## src/rtl/mpu_pkg.sv

```systemverilog
// Shared definitions for the MPU core: state encoding, opcode constants, and a
// decode helper that tells whether an opcode carries an address operand.
package mpu_pkg;

  typedef enum logic [2:0] {
    S_IDLE     = 3'd0,
    S_FETCH    = 3'd1,
    S_OPERAND  = 3'd2,
    S_EXEC     = 3'd3,
    S_WAIT_IN  = 3'd4,
    S_WAIT_OUT = 3'd5,
    S_HALT     = 3'd6
  } stateT;

  localparam logic [3:0] OP_NOP = 4'h0;
  localparam logic [3:0] OP_LDA = 4'h1;
  localparam logic [3:0] OP_STA = 4'h2;
  localparam logic [3:0] OP_ADD = 4'h3;
  localparam logic [3:0] OP_SUB = 4'h4;
  localparam logic [3:0] OP_AND = 4'h5;
  localparam logic [3:0] OP_OR  = 4'h6;
  localparam logic [3:0] OP_XOR = 4'h7;
  localparam logic [3:0] OP_INC = 4'h8;
  localparam logic [3:0] OP_DEC = 4'h9;
  localparam logic [3:0] OP_JMP = 4'hA;
  localparam logic [3:0] OP_JZ  = 4'hB;
  localparam logic [3:0] OP_JNZ = 4'hC;
  localparam logic [3:0] OP_IN  = 4'hD;
  localparam logic [3:0] OP_OUT = 4'hE;
  localparam logic [3:0] OP_HLT = 4'hF;

  // Memory-operand ops (LDA..XOR) and branches take a second word.
  function automatic logic hasOperand(input logic [3:0] op);
    return ((op >= OP_LDA) && (op <= OP_XOR)) || ((op >= OP_JMP) && (op <= OP_JNZ));
  endfunction

endpackage

```

## src/rtl/mpu_alu.sv

```systemverilog
// Combinational ALU for the MPU core.
//   op         : opcode (IR[3:0])
//   a, b       : accumulator and second operand (memory word or input-port data)
//   res        : result to load into the accumulator
//   zero, sign : flags derived from res
//   carry      : carry-out (ADD) or borrow (SUB)
//   writeAcc   : op produces an accumulator/flag update
//   writeCarry : op also updates the carry flag
module mpu_alu
  import mpu_pkg::*;
#(
  parameter int DATA_W = 8
) (
  input  logic [3:0]        op,
  input  logic [DATA_W-1:0] a,
  input  logic [DATA_W-1:0] b,
  output logic [DATA_W-1:0] res,
  output logic              zero,
  output logic              sign,
  output logic              carry,
  output logic              writeAcc,
  output logic              writeCarry
);

  logic [DATA_W:0] wide;

  always_comb begin
    wide       = '0;
    res        = '0;
    carry      = 1'b0;
    writeAcc   = 1'b1;
    writeCarry = 1'b0;
    case (op)
      OP_LDA, OP_IN: res = b;
      OP_ADD: begin
        wide       = {1'b0, a} + {1'b0, b};
        res        = wide[DATA_W-1:0];
        carry      = wide[DATA_W];
        writeCarry = 1'b1;
      end
      OP_SUB: begin
        // Extended subtraction: the top bit is set exactly when a < b.
        wide       = {1'b0, a} - {1'b0, b};
        res        = wide[DATA_W-1:0];
        carry      = wide[DATA_W];
        writeCarry = 1'b1;
      end
      OP_AND:  res = a & b;
      OP_OR:   res = a | b;
      OP_XOR:  res = a ^ b;
      OP_INC:  res = a + 1'b1;
      OP_DEC:  res = a - 1'b1;
      default: writeAcc = 1'b0;
    endcase
    zero = (res == '0);
    sign = res[DATA_W-1];
  end

endmodule

```

## src/rtl/mpu_core_p.sv

```systemverilog
// Accumulator micro-processor with a unified program/data memory.
//   iClk, iRst (async active-low)
//   iStart                         : run from address 0 (IDLE/HALT only)
//   iLoadEn/iLoadAddr/iLoadData    : program-load write port (IDLE/HALT only)
//   iInData/iInValid/oInReady      : input-port handshake (IN)
//   oOutData/oOutValid/iOutReady   : output-port handshake (OUT)
//   oPC, oAcc, oIR, oState, oZero, oSign, oCarry, oHalt, oBusy : observation
module mpu_core_p
  import mpu_pkg::*;
#(
  parameter int DATA_W = 8,
  parameter int ADDR_W = 8
) (
  input  logic              iClk,
  input  logic              iRst,
  input  logic              iStart,
  input  logic              iLoadEn,
  input  logic [ADDR_W-1:0] iLoadAddr,
  input  logic [DATA_W-1:0] iLoadData,
  input  logic [DATA_W-1:0] iInData,
  input  logic              iInValid,
  output logic              oInReady,
  output logic [DATA_W-1:0] oOutData,
  output logic              oOutValid,
  input  logic              iOutReady,
  output logic [ADDR_W-1:0] oPC,
  output logic [DATA_W-1:0] oAcc,
  output logic [DATA_W-1:0] oIR,
  output logic [2:0]        oState,
  output logic              oZero,
  output logic              oSign,
  output logic              oCarry,
  output logic              oHalt,
  output logic              oBusy
);

  localparam int DEPTH = 2 ** ADDR_W;

  stateT             state;
  logic [ADDR_W-1:0] pc, arg;
  logic [DATA_W-1:0] acc, ir;
  logic [DATA_W-1:0] mem [0:DEPTH-1];
  logic [DATA_W-1:0] memAtPc, memAtArg, aluB, aluRes;
  logic [3:0]        op;
  logic              aluZero, aluSign, aluCarry, aluWriteAcc, aluWriteCarry;
  logic              loadOk;

  assign memAtPc  = mem[pc];
  assign memAtArg = mem[arg];
  assign op       = ir[3:0];
  assign loadOk   = (state == S_IDLE) || (state == S_HALT);
  // In WAIT_IN the IR still holds IN, so the ALU just passes the port data.
  assign aluB     = (state == S_WAIT_IN) ? iInData : memAtArg;

  mpu_alu #(.DATA_W(DATA_W)) uAlu (
    .op        (op),
    .a         (acc),
    .b         (aluB),
    .res       (aluRes),
    .zero      (aluZero),
    .sign      (aluSign),
    .carry     (aluCarry),
    .writeAcc  (aluWriteAcc),
    .writeCarry(aluWriteCarry)
  );

  // Memory is deliberately not reset; loads and STA share one write port.
  always_ff @(posedge iClk) begin
    if (loadOk && iLoadEn)
      mem[iLoadAddr] <= iLoadData;
    else if ((state == S_EXEC) && (op == OP_STA))
      mem[arg] <= acc;
  end

  always_ff @(posedge iClk or negedge iRst) begin
    if (!iRst) begin
      state     <= S_IDLE;
      pc        <= '0;
      arg       <= '0;
      acc       <= '0;
      ir        <= '0;
      oOutData  <= '0;
      oZero     <= 1'b0;
      oSign     <= 1'b0;
      oCarry    <= 1'b0;
      oInReady  <= 1'b0;
      oOutValid <= 1'b0;
      oHalt     <= 1'b0;
      oBusy     <= 1'b0;
    end else begin
      case (state)
        S_IDLE, S_HALT: begin
          if (iStart) begin
            pc    <= '0;
            oHalt <= 1'b0;
            oBusy <= 1'b1;
            state <= S_FETCH;
          end
        end
        S_FETCH: begin
          ir    <= memAtPc;
          pc    <= pc + 1'b1;
          state <= hasOperand(memAtPc[3:0]) ? S_OPERAND : S_EXEC;
        end
        S_OPERAND: begin
          arg   <= memAtPc[ADDR_W-1:0];
          pc    <= pc + 1'b1;
          state <= S_EXEC;
        end
        S_EXEC: begin
          state <= S_FETCH;
          // IN defers its accumulator update to the handshake.
          if (aluWriteAcc && (op != OP_IN)) begin
            acc   <= aluRes;
            oZero <= aluZero;
            oSign <= aluSign;
            if (aluWriteCarry) oCarry <= aluCarry;
          end
          case (op)
            OP_JMP: pc <= arg;
            OP_JZ:  if (oZero)  pc <= arg;
            OP_JNZ: if (!oZero) pc <= arg;
            OP_IN: begin
              oInReady <= 1'b1;
              state    <= S_WAIT_IN;
            end
            OP_OUT: begin
              oOutValid <= 1'b1;
              oOutData  <= acc;
              state     <= S_WAIT_OUT;
            end
            OP_HLT: begin
              oHalt <= 1'b1;
              oBusy <= 1'b0;
              state <= S_HALT;
            end
            default: ;
          endcase
        end
        S_WAIT_IN: begin
          if (iInValid && oInReady) begin
            acc      <= aluRes;
            oZero    <= aluZero;
            oSign    <= aluSign;
            oInReady <= 1'b0;
            state    <= S_FETCH;
          end
        end
        S_WAIT_OUT: begin
          if (iOutReady) begin
            oOutValid <= 1'b0;
            state     <= S_FETCH;
          end
        end
        default: state <= S_IDLE;
      endcase
    end
  end

  assign oPC    = pc;
  assign oAcc   = acc;
  assign oIR    = ir;
  assign oState = state;

endmodule

```

## config.mk

```make
export PLATFORM = sky130hd
export DESIGN_NAME = mpu_core_p
export DESIGN_NICKNAME = d
export VERILOG_FILES = /design/src/rtl/mpu_pkg.sv /design/src/rtl/mpu_alu.sv /design/src/rtl/mpu_core_p.sv
export SDC_FILE = /design/constraint.sdc
export NUM_CORES = 2
export LEC_CHECK = 0
export CAP_MARGIN = 20
export CORE_MARGIN = 4
export CORE_UTILIZATION = 50
export DETAILED_ROUTE_END_ITERATION = 10
export PLACE_DENSITY = 0.65
export SYNTH_ARGS = -nofsm -noshare
export SYNTH_HDL_FRONTEND = slang
export SYNTH_HIERARCHICAL = 1
export SYNTH_SLANG_ARGS = --single-unit
```

## constraint.sdc

```tcl
create_clock -name iClk -period 7.8 [get_ports iClk]
set_input_delay 1.56 -clock iClk [delete_from_list [all_inputs] [get_ports iClk]]
set_output_delay 1.56 -clock iClk [all_outputs]
set_load 0.02 [all_outputs]
```

Word-level counts from Yosys, hierarchy flattened
Memories as Yosys holds them, arrays and structs flattened.
Index checks and enable logic that the tools add are counted.

storage, ports and cells
  input port bits = 30
  memories = 1
  logic and storage cells = 131
  output and inout bits = 42
  RAM bits = 2048
  flip-flop bits (word level) = 50

memories
  name  words  bits a word  rd ports  clocked after memory_dff  write ports  line              source
  mem   256    8            2         0                         1            mpu_core_p.sv:42  logic [DATA_W-1:0] mem [0:DEPTH-1];

operators by class
  mux-type cells = 45
  equal/unequal tests = 32
  bitwise operators = 3
  $add $sub $neg = 5
  magnitude comparators = 4
  reduce and logical (&&, ||, !) cells = 28

operator list
  kind                 number
  $mux 8               8
  $pmux 8 s8           1
  $pmux 8 s3           2
  $eq 4x4->1 const B   8
  $mux 1               21
  $pmux 3 s6           1
  $reduce_and 3->1     6
  $add 8x1->8 const B  2
  $eq 4x3->1 const B   4
  $pmux 8 s2           1
  $pmux 1 s2           7
  $ne 2x1->1 const B   5
  $add 8x8->9          1
  $eq 3x3->1 const B   3
  $mux 3               3
  $pmux 3 s3           1
  $reduce_or 9->1      1
  $sub 8x8->9          1
  $and 8x8->8          1
  $eq 4x2->1 const B   2
  $logic_not 8->1      1
  $or 8x8->8           1
  $reduce_or 2->1      4
  $reduce_or 8->1      1
  20 further kinds     31

Longest topological paths before layout
  word-level depth = 7
  depth in mapped cells = 20
  gate-level depth less buffers = 16

Modules after synthesis
The synthesis kept the hierarchy.

modules (own cells, without submodules)
  module      cells each  area an instance (um2)  sequential area each (um2)  instances
  mpu_core_p  4641        97782.5                 62750.2                     1
  mpu_alu     237         1709.1                  0.0                         1

Least setup slack after synthesis
Ideal clock, no wire load.

  path kind = register -> register
  start = reg arg[0]
  end = reg oZero
  required time = 7.734 ns
  slack = 2.223 ns
  period minus slack after synthesis = 5.577 ns
  setup time = 0.066 ns
  stages on the path, launching flop included = 19
  arrival = 5.512 ns
  path buffers = 3
  cell sequence = dfrtp_1 > clkbuf_1 > buf_2 > clkbuf_1 > mux4_2 > mux4_2 > mux4_2 > mux4_2 > mux2_2 > ha_1 > fa_1 > mux2_1 > a32o_1 > a21oi_1 > o21ai_1 > nor2_1 > or4b_1 > nor4_2 > mux2_2

between the ends
  cells in the longest elaborated chain, start to end = 7
  elaborated cells on any way between the ends = 12
  those cells by class = add/sub: 2; mux: 5; bitwise: 3; reduce/logical: 1; memory: 1

ends and longest elaborated chain
  item                                               line                                  source
  start: declaration                                 mpu_core_p.sv:40                      logic [ADDR_W-1:0] pc, arg;
  start signal: assignment                           mpu_core_p.sv:106                     arg <= memAtPc[ADDR_W-1:0];
  $mem_v2 256x8 *                                    --
  $mux 8 *                                           mpu_core_p.sv:53                      assign aluB = (state == S_WAIT_IN) ? iInData : memAtArg;
  named net aluB[0]                                  mpu_core_p.sv:43                      logic [DATA_W-1:0] memAtPc, memAtArg, aluB, aluRes;
  $sub 8x8->9 / $add 8x8->9 (equally long branches)  mpu_alu.sv:43, mpu_alu.sv:36
  $pmux 8 s8 *                                       mpu_alu.sv:33                         case (op)
  named net aluRes[1]                                mpu_core_p.sv:43
  $logic_not 8->1 *                                  mpu_alu.sv:55                         zero = (res == '0);
  named net aluZero                                  mpu_core_p.sv:45                      logic aluZero, aluSign, aluCarry, aluWriteAcc, aluWriteCarry;
  $mux 1 (on tied branches)                          mpu_core_p.sv:141, mpu_core_p.sv:113
  $pmux 1 s2 *                                       mpu_core_p.sv:91                      case (state)
  end signal: assignment                             mpu_core_p.sv:115                     oZero <= aluZero;
  end signal: assignment                             mpu_core_p.sv:143                     oZero <= aluZero;
  end: declaration                                   mpu_core_p.sv:30                      output logic oZero,

The timed path passes the listed nets; every way through them passes the cells marked *. The select of a mux whose other input is x is not followed.
A chain may end at the register's enable or synchronous reset.

Worst setup path after layout
Same ends and word-level chain as after synthesis.

==> qor.yml <==
clock_network:
  htreeDepth: 4
  clkLatencyLatePin_ps: 870
  cts_setup_buffers: 0
  cts_root_buffer: "clkbuf_16"
  clock_path_buffers: 3
  cts_repair_resize_count: 0
  cts_made_buffers: 212
  path_clk_slew_ps: 70
  cts_tree: "built"
  holdBufCountCts: 0
  cts.sinks: 2098
cells_and_area:
  n_fill_cell: 14600
  fin_cells: 7814
  drive_gt1_share_pct: 35.5
  stdcell_area_sq_mm: 0.111
  nets: 5036
  layout_commonest_cell: "edfxtp_1"
  final_cell_mix: "2,048 x edfxtp_1, 1,236 x mux4_2, 304 x nor2_1, 212 x clkbuf_16, 130 x mux2i_1"
  syn_to_final_growth_pct: 11.5
yosys:
  synth-warning-count: 6
  synth_nets: 4938
  yosysSeqAreaShare_pct: 63.1
  synth_area_sq_mm: 0.0995
  synth_edf_count: 2048
  syn_inst: 4878
  async_flop_share_pct: 2.38
  yosysUniqueCellTypes: 81
  synth.avg_cell_area_sq_um: 20.4
  ys_ff_latch: 2098
  synth_flop_cell: "edfxtp_1"
critical_path:
  crit_path_end_kind: "register"
  critPathLaunch: "arg[0]$_DFFE_PN0P_"
  cp.required_ps: 8580
  cpPeakStageDelay_ps: 1100
  cp-start-kind: "register"
  critPathBufInv: 4
  crit_family: "multiplexers"
  critPathArrivalTime_ps: 7480
  crit_slowest_cell: "dfrtp_4"
  crit_path_frequent_cell: "mux4_2"
  worstSetupPathType: "reg2reg"
  worstPathMaxFanout: 36
  r2r-start: "arg[0]$_DFFE_PN0P_"
  path_cells: "buf_12, buf_12, mux4_2, mux4_2, mux4_2, mux4_2, mux2_2, inv_1, ha_1, inv_1, o21bai_1, a221o_1, a221o_1, or4b_1, nor4_2, mux2_2"
timing:
  setup_tns_ps: 0
  min_period_ps: 6700
  final_hold_viol_count: 0
  clock_skew_ps: 30.0
  period_share_pct: 85.9
  setup_viol: 0
  max_slew.worst_pin.slew_ps: 1520
  rsz0062_at_grt: "false"
  max_slew_margin_pct: -1.60
  clock.fmax_mhz: 149
  slew_violations: 32
worst_hold_path:
  min_from: "oHalt$_DFFE_PN0P_"
  hold_class: "reg2reg"
placement:
  routabilityCongestion: 0.897
  port_buffers: 71
  hpwl_mm: 195
  dp_cells: 7381
  placed_area_sq_mm: 0.104
pwr:
  powerDensity_mw_per_mm2: 374
  p_leak_nw: 33.9
  ir_worst_vdd_uv: 347
  power.total_mw: 41.5
global_routing:
  grt_first_pass_wirelength_mm: 425
  grt-ovfl-total: 0
  grt_pass1_vias: 54800
  antenna_found_initial: 24
  grt_usage_pct: 29.5
  grt_max_degree: 257
drt:
  dr_total_vias: 55800
  wl_per_cell_um: 38.7
  ant_nets: 0
  wl_met1_mm: 118
  top_layer: "met5"
  wl_met2_mm: 136
  firstDrtPassIters: 6
  routed_via_density: 7.14
  wl_mm: 303
  drt_iter0_drc: 9003
  wl_met3_mm: 38.4
  drc: 0
outcome:
  violations: "max-slew violations"
  status: "complete, but fails checks"
floorplanning:
  rows: 163
  dieWidth_um: 454
  core_region_area_sq_mm: 0.198
  initial_core_util_pct: 50.3
  dieArea_sq_mm: 0.206
  die_h_um: 454
  pin_count: 72
flow_run:
  drv_cap: 0
[flip-flops by register name (all words and copies together), names as in the netlist]
register / flops
oHalt: 1
oPC: 8
oCarry: 1
oOutData: 8
oBusy: 1
mem: 2048
arg: 8
oZero: 1
oIR: 8
oOutValid: 1
oAcc: 8
oState: 3
oSign: 1
oInReady: 1
[synth_stat cells, types with 6 or more instances]
library cell / instances / area, sq um
edfxtp_1: 2048 / 61500
mux4_2: 1236 / 27800
nor2_1: 305 / 1140
clkbuf_1: 205 / 769
mux2i_1: 130 / 1300
nand2_1: 126 / 473
buf_1: 76 / 285
buf_2: 76 / 380
o21ai_0: 65 / 325
a21oi_1: 58 / 290
dfrtp_1: 50 / 1250
o221ai_1: 50 / 438
mux2_2: 48 / 541
o22ai_1: 36 / 225
inv_1: 33 / 124
ha_1: 28 / 350
nor3_1: 27 / 135
buf_4: 26 / 195
nand3_1: 19 / 95.1
a22oi_1: 18 / 135
a211oi_1: 14 / 105
nand2b_1: 13 / 81.3
and2_1: 12 / 75.1
nor2b_1: 12 / 75.1
xnor2_1: 11 / 96.3
nand3b_1: 10 / 75.1
a31oi_1: 9 / 56.3
nor4_1: 9 / 56.3
nand4_1: 8 / 50.1
o21bai_1: 7 / 52.6
a32oi_1: 6 / 52.6
o211ai_1: 6 / 45.0
o31ai_1: 6 / 45.0
[routing by layer]
layer | GRT usage (%) | up-vias
met3 | 8.40 | 482
met5 | 0 | -
met2 | 42.8 | 3658
met4 | 9.49 | 6
li1 | - | 21500
met1 | 43.7 | 30100
[area by class of cell]
cell class	instances	area (sq um)	area share, %
antenna	12	30.0	0.0271
clock buffer	268	5520	4.97
clock inverter	132	1140	1.03
inverter	38	148	0.133
multi-input combinational	2356	35100	31.6
sequential	2098	62800	56.6
tap	2640	3300	2.98
timing repair buffer	270	2900	2.61
[power breakdown]
| part | total (mW) | internal [mW] | switching (mW) |
|---|---|---|---|
| sequential | 13.4 | 12.7 | 0.732 |
| clock | 9.92 | 5.49 | 4.44 |
| combinational | 18.1 | 8.19 | 9.90 |
[path summary, 6_finish.rpt]
path	endpoint	cells after the start	slack, ps
worst max-delay path	oZero$_DFFE_PN0P_	16	1100
max in group asynchronous	oPC[0]$_DFFE_PN0P_	2	6350
worst max register to register	oZero$_DFFE_PN0P_	16	1100
min in group asynchronous	oOutData[1]$_DFFE_PN0P_	2	850
worst min-delay path	oHalt$_DFFE_PN0P_	1	480
worst min register to register	oHalt$_DFFE_PN0P_	1	480
[through the flow]
stage	setup slack (ps)	hold slack, ps	utilization, %
floorplan	2220	595	-
global placement	1200	465	52.5
detailed placement	1190	473	52.6
CTS	1140	486	56.0
global route	820	520	56.1
finish	1100	481	56.1
[kinds of logic after synthesis]
family | synth area share [%]
AOI/OAI and AO/OA | 2.21
xor gates and xnor gates | 0.123
adders and majority gates | 0.392
buffers and inverters | 1.81
DFF | 63.1
muxes | 29.9
and+or+nand+nor | 2.54
Power figures use the tool's default switching activity.
